**src/rtl/rv32i_pkg.sv**
```systemverilog
// Shared RV32I definitions: opcodes, ALU operation encoding, pipeline payloads.
package rv32i_pkg;

    localparam int unsigned XLEN       = 32;
    localparam int unsigned REG_ADDR_W = 5;
    localparam int unsigned NUM_REGS   = 32;

    localparam logic [XLEN-1:0] NOP_INSN = 32'h0000_0013;

    localparam logic [6:0] OPC_LUI      = 7'b0110111;
    localparam logic [6:0] OPC_AUIPC    = 7'b0010111;
    localparam logic [6:0] OPC_JAL      = 7'b1101111;
    localparam logic [6:0] OPC_JALR     = 7'b1100111;
    localparam logic [6:0] OPC_BRANCH   = 7'b1100011;
    localparam logic [6:0] OPC_LOAD     = 7'b0000011;
    localparam logic [6:0] OPC_STORE    = 7'b0100011;
    localparam logic [6:0] OPC_OP_IMM   = 7'b0010011;
    localparam logic [6:0] OPC_OP       = 7'b0110011;
    localparam logic [6:0] OPC_MISC_MEM = 7'b0001111;
    localparam logic [6:0] OPC_SYSTEM   = 7'b1110011;

    localparam logic [6:0] F7_BASE = 7'b0000000;
    localparam logic [6:0] F7_ALT  = 7'b0100000;

    typedef enum logic [3:0] {
        ALU_ADD   = 4'd0,
        ALU_SUB   = 4'd1,
        ALU_SLL   = 4'd2,
        ALU_SLT   = 4'd3,
        ALU_SLTU  = 4'd4,
        ALU_XOR   = 4'd5,
        ALU_SRL   = 4'd6,
        ALU_SRA   = 4'd7,
        ALU_OR    = 4'd8,
        ALU_AND   = 4'd9,
        ALU_PASSB = 4'd10
    } alu_op_e;

    typedef enum logic [2:0] {
        IMM_NONE,
        IMM_I,
        IMM_S,
        IMM_B,
        IMM_U,
        IMM_J
    } imm_sel_e;

    typedef struct packed {
        logic [XLEN-1:0] pc;
        logic [XLEN-1:0] instr;
        logic            valid;
    } if_id_t;

    typedef struct packed {
        logic    reg_write;
        logic    mem_read;
        logic    mem_write;
        logic    mem_to_reg;
        logic    alu_src;
        logic    branch;
        logic    jump;
        logic    illegal;
        alu_op_e alu_ctrl;
    } ctrl_t;

    // alt selects SUB (funct3=000) or SRA (funct3=101); callers decide when it applies
    function automatic alu_op_e alu_from_funct3(input logic [2:0] funct3, input logic alt);
        alu_op_e op;
        op = ALU_ADD;
        case (funct3)
            3'b000:  op = alt ? ALU_SUB : ALU_ADD;
            3'b001:  op = ALU_SLL;
            3'b010:  op = ALU_SLT;
            3'b011:  op = ALU_SLTU;
            3'b100:  op = ALU_XOR;
            3'b101:  op = alt ? ALU_SRA : ALU_SRL;
            3'b110:  op = ALU_OR;
            default: op = ALU_AND;
        endcase
        return op;
    endfunction

endpackage

```
**src/rtl/register_file.sv**
```systemverilog
// 32x32 integer register file: two async read ports with writeback bypass, one sync write port.
module register_file
    import rv32i_pkg::*;
(
    input  logic                  clk,
    input  logic                  rst,
    input  logic [REG_ADDR_W-1:0] rs1_addr,
    input  logic [REG_ADDR_W-1:0] rs2_addr,
    input  logic                  wb_en,
    input  logic [REG_ADDR_W-1:0] wb_rd,
    input  logic [XLEN-1:0]       wb_data,
    output logic [XLEN-1:0]       rs1_data,
    output logic [XLEN-1:0]       rs2_data
);

    logic [XLEN-1:0] regs [NUM_REGS];
    logic            wr_active;

    assign wr_active = wb_en && (wb_rd != '0);

    always_ff @(posedge clk) begin
        if (rst) begin
            for (int unsigned i = 0; i < NUM_REGS; i++) begin
                regs[i] <= '0;
            end
        end else if (wr_active) begin
            regs[wb_rd] <= wb_data;
        end
    end

    // x0 is hardwired to zero; a pending writeback is forwarded to a matching reader
    assign rs1_data = (rs1_addr == '0)                   ? '0      :
                      (wr_active && (wb_rd == rs1_addr)) ? wb_data : regs[rs1_addr];
    assign rs2_data = (rs2_addr == '0)                   ? '0      :
                      (wr_active && (wb_rd == rs2_addr)) ? wb_data : regs[rs2_addr];

endmodule

```
**src/rtl/decode_stage.sv**
```systemverilog
// RV32I decode stage: IF/ID pipeline register, control decode, immediate generation, register read.
module decode_stage #(
    parameter logic [31:0] NOP_INSN = rv32i_pkg::NOP_INSN
) (
    input  logic                                  clk,
    input  logic                                  rst,
    input  logic                                  stall,
    input  logic                                  flush,
    input  logic [rv32i_pkg::XLEN-1:0]            pc_in,
    input  logic [rv32i_pkg::XLEN-1:0]            instruction_in,
    input  logic                                  wb_en,
    input  logic [rv32i_pkg::REG_ADDR_W-1:0]      wb_rd,
    input  logic [rv32i_pkg::XLEN-1:0]            wb_data,
    output logic [rv32i_pkg::XLEN-1:0]            pc_out,
    output logic                                  valid_out,
    output logic [rv32i_pkg::REG_ADDR_W-1:0]      rs1,
    output logic [rv32i_pkg::REG_ADDR_W-1:0]      rs2,
    output logic [rv32i_pkg::REG_ADDR_W-1:0]      rd,
    output logic [rv32i_pkg::XLEN-1:0]            rs1_data,
    output logic [rv32i_pkg::XLEN-1:0]            rs2_data,
    output logic [rv32i_pkg::XLEN-1:0]            imm,
    output logic                                  reg_write,
    output logic                                  mem_read,
    output logic                                  mem_write,
    output logic                                  mem_to_reg,
    output logic                                  alu_src,
    output logic                                  branch,
    output logic                                  jump,
    output logic                                  illegal,
    output logic [3:0]                            alu_ctrl
);

    import rv32i_pkg::*;

    if_id_t          if_id_q;
    ctrl_t           dec;
    imm_sel_e        imm_sel;
    logic [XLEN-1:0] ins;
    logic [6:0]      opcode;
    logic [2:0]      funct3;
    logic [6:0]      funct7;

    // IF/ID register: reset/flush insert a bubble, stall holds
    always_ff @(posedge clk) begin
        if (rst || flush) begin
            if_id_q <= '{pc: '0, instr: NOP_INSN, valid: 1'b0};
        end else if (!stall) begin
            if_id_q <= '{pc: pc_in, instr: instruction_in, valid: 1'b1};
        end
    end

    assign ins    = if_id_q.instr;
    assign opcode = ins[6:0];
    assign funct3 = ins[14:12];
    assign funct7 = ins[31:25];
    assign rd     = ins[11:7];
    assign rs1    = ins[19:15];
    assign rs2    = ins[24:20];

    always_comb begin : decode
        dec     = '0;
        imm_sel = IMM_NONE;
        case (opcode)
            OPC_LUI: begin
                dec.reg_write = 1'b1;
                dec.alu_src   = 1'b1;
                dec.alu_ctrl  = ALU_PASSB;
                imm_sel       = IMM_U;
            end
            OPC_AUIPC: begin
                dec.reg_write = 1'b1;
                dec.alu_src   = 1'b1;
                imm_sel       = IMM_U;
            end
            OPC_JAL: begin
                dec.reg_write = 1'b1;
                dec.jump      = 1'b1;
                dec.alu_src   = 1'b1;
                imm_sel       = IMM_J;
            end
            OPC_JALR: begin
                dec.reg_write = 1'b1;
                dec.jump      = 1'b1;
                dec.alu_src   = 1'b1;
                imm_sel       = IMM_I;
                dec.illegal   = (funct3 != 3'b000);
            end
            OPC_BRANCH: begin
                dec.branch   = 1'b1;
                dec.alu_ctrl = ALU_SUB;
                imm_sel      = IMM_B;
                dec.illegal  = (funct3[2:1] == 2'b01);
            end
            OPC_LOAD: begin
                dec.mem_read   = 1'b1;
                dec.mem_to_reg = 1'b1;
                dec.reg_write  = 1'b1;
                dec.alu_src    = 1'b1;
                imm_sel        = IMM_I;
                dec.illegal    = (funct3 == 3'b011) || (funct3[2:1] == 2'b11);
            end
            OPC_STORE: begin
                dec.mem_write = 1'b1;
                dec.alu_src   = 1'b1;
                imm_sel       = IMM_S;
                dec.illegal   = funct3[2] || (funct3[1:0] == 2'b11);
            end
            OPC_OP_IMM: begin
                dec.reg_write = 1'b1;
                dec.alu_src   = 1'b1;
                imm_sel       = IMM_I;
                dec.alu_ctrl  = alu_from_funct3(funct3, (funct3 == 3'b101) && (funct7 == F7_ALT));
                dec.illegal   = ((funct3 == 3'b001) && (funct7 != F7_BASE)) ||
                                ((funct3 == 3'b101) && (funct7 != F7_BASE) && (funct7 != F7_ALT));
            end
            OPC_OP: begin
                dec.reg_write = 1'b1;
                if (funct7 == F7_BASE) begin
                    dec.alu_ctrl = alu_from_funct3(funct3, 1'b0);
                end else if ((funct7 == F7_ALT) && ((funct3 == 3'b000) || (funct3 == 3'b101))) begin
                    dec.alu_ctrl = alu_from_funct3(funct3, 1'b1);
                end else begin
                    dec.illegal = 1'b1;
                end
            end
            OPC_MISC_MEM, OPC_SYSTEM: begin
                dec = '0;
            end
            default: begin
                dec.illegal = 1'b1;
            end
        endcase

        // an illegal word carries no side effects and no immediate
        if (dec.illegal) begin
            dec         = '0;
            dec.illegal = 1'b1;
            imm_sel     = IMM_NONE;
        end
        if (rd == '0) begin
            dec.reg_write = 1'b0;
        end
        if (!if_id_q.valid) begin
            dec     = '0;
            imm_sel = IMM_NONE;
        end
    end

    always_comb begin : imm_gen
        imm = '0;
        case (imm_sel)
            IMM_I:   imm = {{20{ins[31]}}, ins[31:20]};
            IMM_S:   imm = {{20{ins[31]}}, ins[31:25], ins[11:7]};
            IMM_B:   imm = {{19{ins[31]}}, ins[31], ins[7], ins[30:25], ins[11:8], 1'b0};
            IMM_U:   imm = {ins[31:12], 12'b0};
            IMM_J:   imm = {{11{ins[31]}}, ins[31], ins[19:12], ins[20], ins[30:21], 1'b0};
            default: imm = '0;
        endcase
    end

    register_file u_register_file (
        .clk      (clk),
        .rst      (rst),
        .rs1_addr (rs1),
        .rs2_addr (rs2),
        .wb_en    (wb_en),
        .wb_rd    (wb_rd),
        .wb_data  (wb_data),
        .rs1_data (rs1_data),
        .rs2_data (rs2_data)
    );

    assign pc_out     = if_id_q.pc;
    assign valid_out  = if_id_q.valid;
    assign reg_write  = dec.reg_write;
    assign mem_read   = dec.mem_read;
    assign mem_write  = dec.mem_write;
    assign mem_to_reg = dec.mem_to_reg;
    assign alu_src    = dec.alu_src;
    assign branch     = dec.branch;
    assign jump       = dec.jump;
    assign illegal    = dec.illegal;
    assign alu_ctrl   = dec.alu_ctrl;

endmodule

```
**config.mk**
```make
export PLATFORM = sky130hd
export DESIGN_NAME = decode_stage
export DESIGN_NICKNAME = d
export VERILOG_FILES = /design/src/rtl/rv32i_pkg.sv /design/src/rtl/register_file.sv /design/src/rtl/decode_stage.sv
export SDC_FILE = /design/constraint.sdc
export NUM_CORES = 2
export LEC_CHECK = 0
export ABC_CLOCK_PERIOD_IN_PS = 6000
export CAP_MARGIN = 10
export CORE_MARGIN = 2
export CORE_UTILIZATION = 65
export DETAILED_ROUTE_END_ITERATION = 8
export PLACE_DENSITY = 0.85
export REMOVE_ABC_BUFFERS = 1
export SLEW_MARGIN = 20
export SYNTH_ARGS = -nofsm -noshare
export SYNTH_HDL_FRONTEND = slang
export SYNTH_SLANG_ARGS = --single-unit
```
**constraint.sdc**
```tcl
create_clock -name clk -period 6 [get_ports clk]
set_input_delay 0.6 -clock clk [delete_from_list [all_inputs] [get_ports clk]]
set_output_delay 0.6 -clock clk [all_outputs]
set_load 0.02 [all_outputs]
```
==> results.yml <==
job:
  cap_violations: 0
logic_synthesis:
  synthTopCellsByArea: "edfxtp_1 (53%), mux4_2 (20%), and2_1 (11%), dfxtp_1 (2.6%), mux2i_1 (2.6%)"
  synth_edf_count: 1024
  ys_ff_latch: 1099
  yosys-top-cells-count: "edfxtp_1 (1024), and2_1 (994), mux4_2 (508)"
  yosysUniqueCellTypes: 66
  async_flop_share_pct: 0
  ys_seq_area_share_pct: 55.9
  synth_flop_cell: "edfxtp_1"
  ys_warn_count: 0
  yosysTopAreaCell: "edfxtp_1"
  syn_avg_cell_area_um2: 15.0
  yosysTopAreaCellShare_pct: 53.3
  netlist_instances: 3858
  synth_most_common_cell: "edfxtp_1"
  syn-cell-area_um2: 57700
setup_path:
  rr_endpoint: "ins[5]"
  worstRegToRegCells: 2
  end_kind: "primary output"
  crit_path_max_fanout: 22
  cpMaxStageDelayCell: "dfxtp_1"
  cp_num_cells: 5
  critPathKind: "reg -> out"
  crit_chain: "or3b_2, o22ai_1, nor4_1, a22o_1, clkdlybuf4s50_1"
  reg2reg_from: "ins[5]"
  cp-start-kind: "flop"
  slowest_delay_ps: 1060
  path_buf_inv: 1
  rrSetupSlack_ps: 4980
  cp.arrival_ps: 4670
  crit_required_ps: 5400
  endpoint: "rs2_data[21]"
  path_delay_family: "simple AND/OR/NAND/NOR gates"
worst_hold_path:
  min-delay-start: "rst"
  hold_class: "in -> reg"
final_layout:
  fin_nets: 4064
  synthToLayoutAreaGrowth_pct: 12.4
  final-instance-count-excl-fill: 5234
  drive_gt1_share_pct: 22.0
  fillers: 5189
global_route:
  grt_pass1_vias: 39600
  grt_antenna_before_repair: 17
  grt_pass1_wl_um: 266000
  grtUsageTotal_pct: 41.3
  gr-total-overflow: 0
  grt_max_degree: 82
clocking:
  post_cts.resized_instances: 0
  clock_sinks: 1099
  cts-buffers-inserted: 110
  cts_buffer_depth: 3
  cts_hold_buf: 0
  cts_tree: "yes"
  insertion_delay_ps: 690
  cts.htree.levels: 3
  root_buffer: "clkbuf_16"
  clk_pin_slew_ps: 60
  postCtsSetupBuffers: 0
sta:
  max_slew_margin_pct: 16.1
  fin_skew_ps: 5.10
  final_hold_viol_count: 0
  period_needed_ps: 5270
  whs_ps: 411
  max_freq_mhz: 190
  post-route-period-util_pct: 87.9
  setup_viol: 0
  rsz0062_at_grt: "false"
  drv_slew: 0
  tightest_slew_ps: 1250
placement:
  numPortBuffers: 261
  dp.cells: 5011
  hpwlAfterDp_um: 107000
  gp_congestion: 0.899
power:
  p_leak_nw: 21.4
  ir_worst_vdd_uv: 233
  power_density_nw_per_um2: 275
routing:
  postRouteWirelength_um: 186000
  viasPerCell: 7.50
  drtPass1Iterations: 8
  wl_per_cell_um: 35.6
  ant_nets: 0
  vias: 39300
  drt_iter0_markers: 6599
  drc: 0
floorplanning:
  die_w_um: 302
  die_h_um: 302
  rows: 109
  dieArea_um2: 91100
  io_pins: 262
  coreArea_um2: 88100
  start_util_pct: 65.5
run_status:
  status: "finished, final reports clean"
[how the worst min path moves through the flow]
stage                                              to  slack, ps  depth (start not counted)
after floorplan                               ins[25]        500                          2
after CTS                 u_register_file.regs[0][15]        380                          1
after global placement                     pc_out[25]        470                          2
final                     u_register_file.regs[0][15]        410                          1
after global routing      u_register_file.regs[0][15]        390                          1
after detailed placement                    pc_out[7]        490                          2
[power breakdown]
part | leakage (nW) | internal (mW) | switching, mW
combinational | 9.31 | 0.819 | 1.07
sequential | 10.4 | 8.78 | 0.273
clock | 1.73 | 3.84 | 3.00
total | 21.4 | 13.4 | 4.34
[cell type report]
cell class              instances  area [µm²]  area share [%]
diodes                         15        37.5          0.0579
clock inverters                66         529           0.817
multi-input cells            2361       23800            36.8
flip-flops and latches       1099       32300            49.8
repair buffers                382        3680            5.69
inverters                       4        15.0          0.0232
well taps                    1165        1460            2.25
clock buffers                 142        2990            4.61
[metrics by stage]
step | setup slack, ps | util [%] | total power, mW | area [µm²] | setup TNS (ps)
after global placement | 1640 | 69.5 | 10.9 | 61200 | 0
after global routing | 647 | 73.5 | 18.1 | 64800 | 0
after CTS | 974 | 73.5 | 17.7 | 64800 | 0
after detailed placement | 1590 | 69.5 | 11.0 | 61300 | 0
final | 726 | 73.6 | 17.8 | 64800 | 0
after floorplan | -6200 | - | 10.3 | 55800 | -355840
[registers in the layout (all words and copies together), names as in the netlist, named ones only]
| name | count |
|---|---|
| valid_out | 1 |
| ins | 32 |
| u_register_file.regs | 1024 |
| pc_out | 32 |
[cells by family after synthesis]
logic type	Yosys count	synth area share, %
compound gates	346	4.34
xor+xnor	13	0.197
buf+inv	429	3.51
flops	1099	55.9
mux	657	22.4
other cells	1	0.00650
simple gates	1313	13.6
[cell usage in the layout, fill, tap and decap left out, types with 33 or more instances in the layout]
cell	instances
dfxtp_1	70
nor2_1	90
a211oi_1	33
clkdlybuf4s50_1	257
o22ai_1	185
mux4_2	508
edfxtp_1	1024
nand2_1	55
clkbuf_16	113
and2_1	994
a32o_1	34
buf_4	108
mux2i_1	147
[layer usage]
metal  track usage (%)  vias up  routed length [µm]
met1              51.0    19400               58300
met2              64.0     3834               87200
met4              27.1        8               13800
li1                  -    15000                   -
met3              12.5      917               27100
met5                 0        -                  77
(Power assumes the default switching activity.)
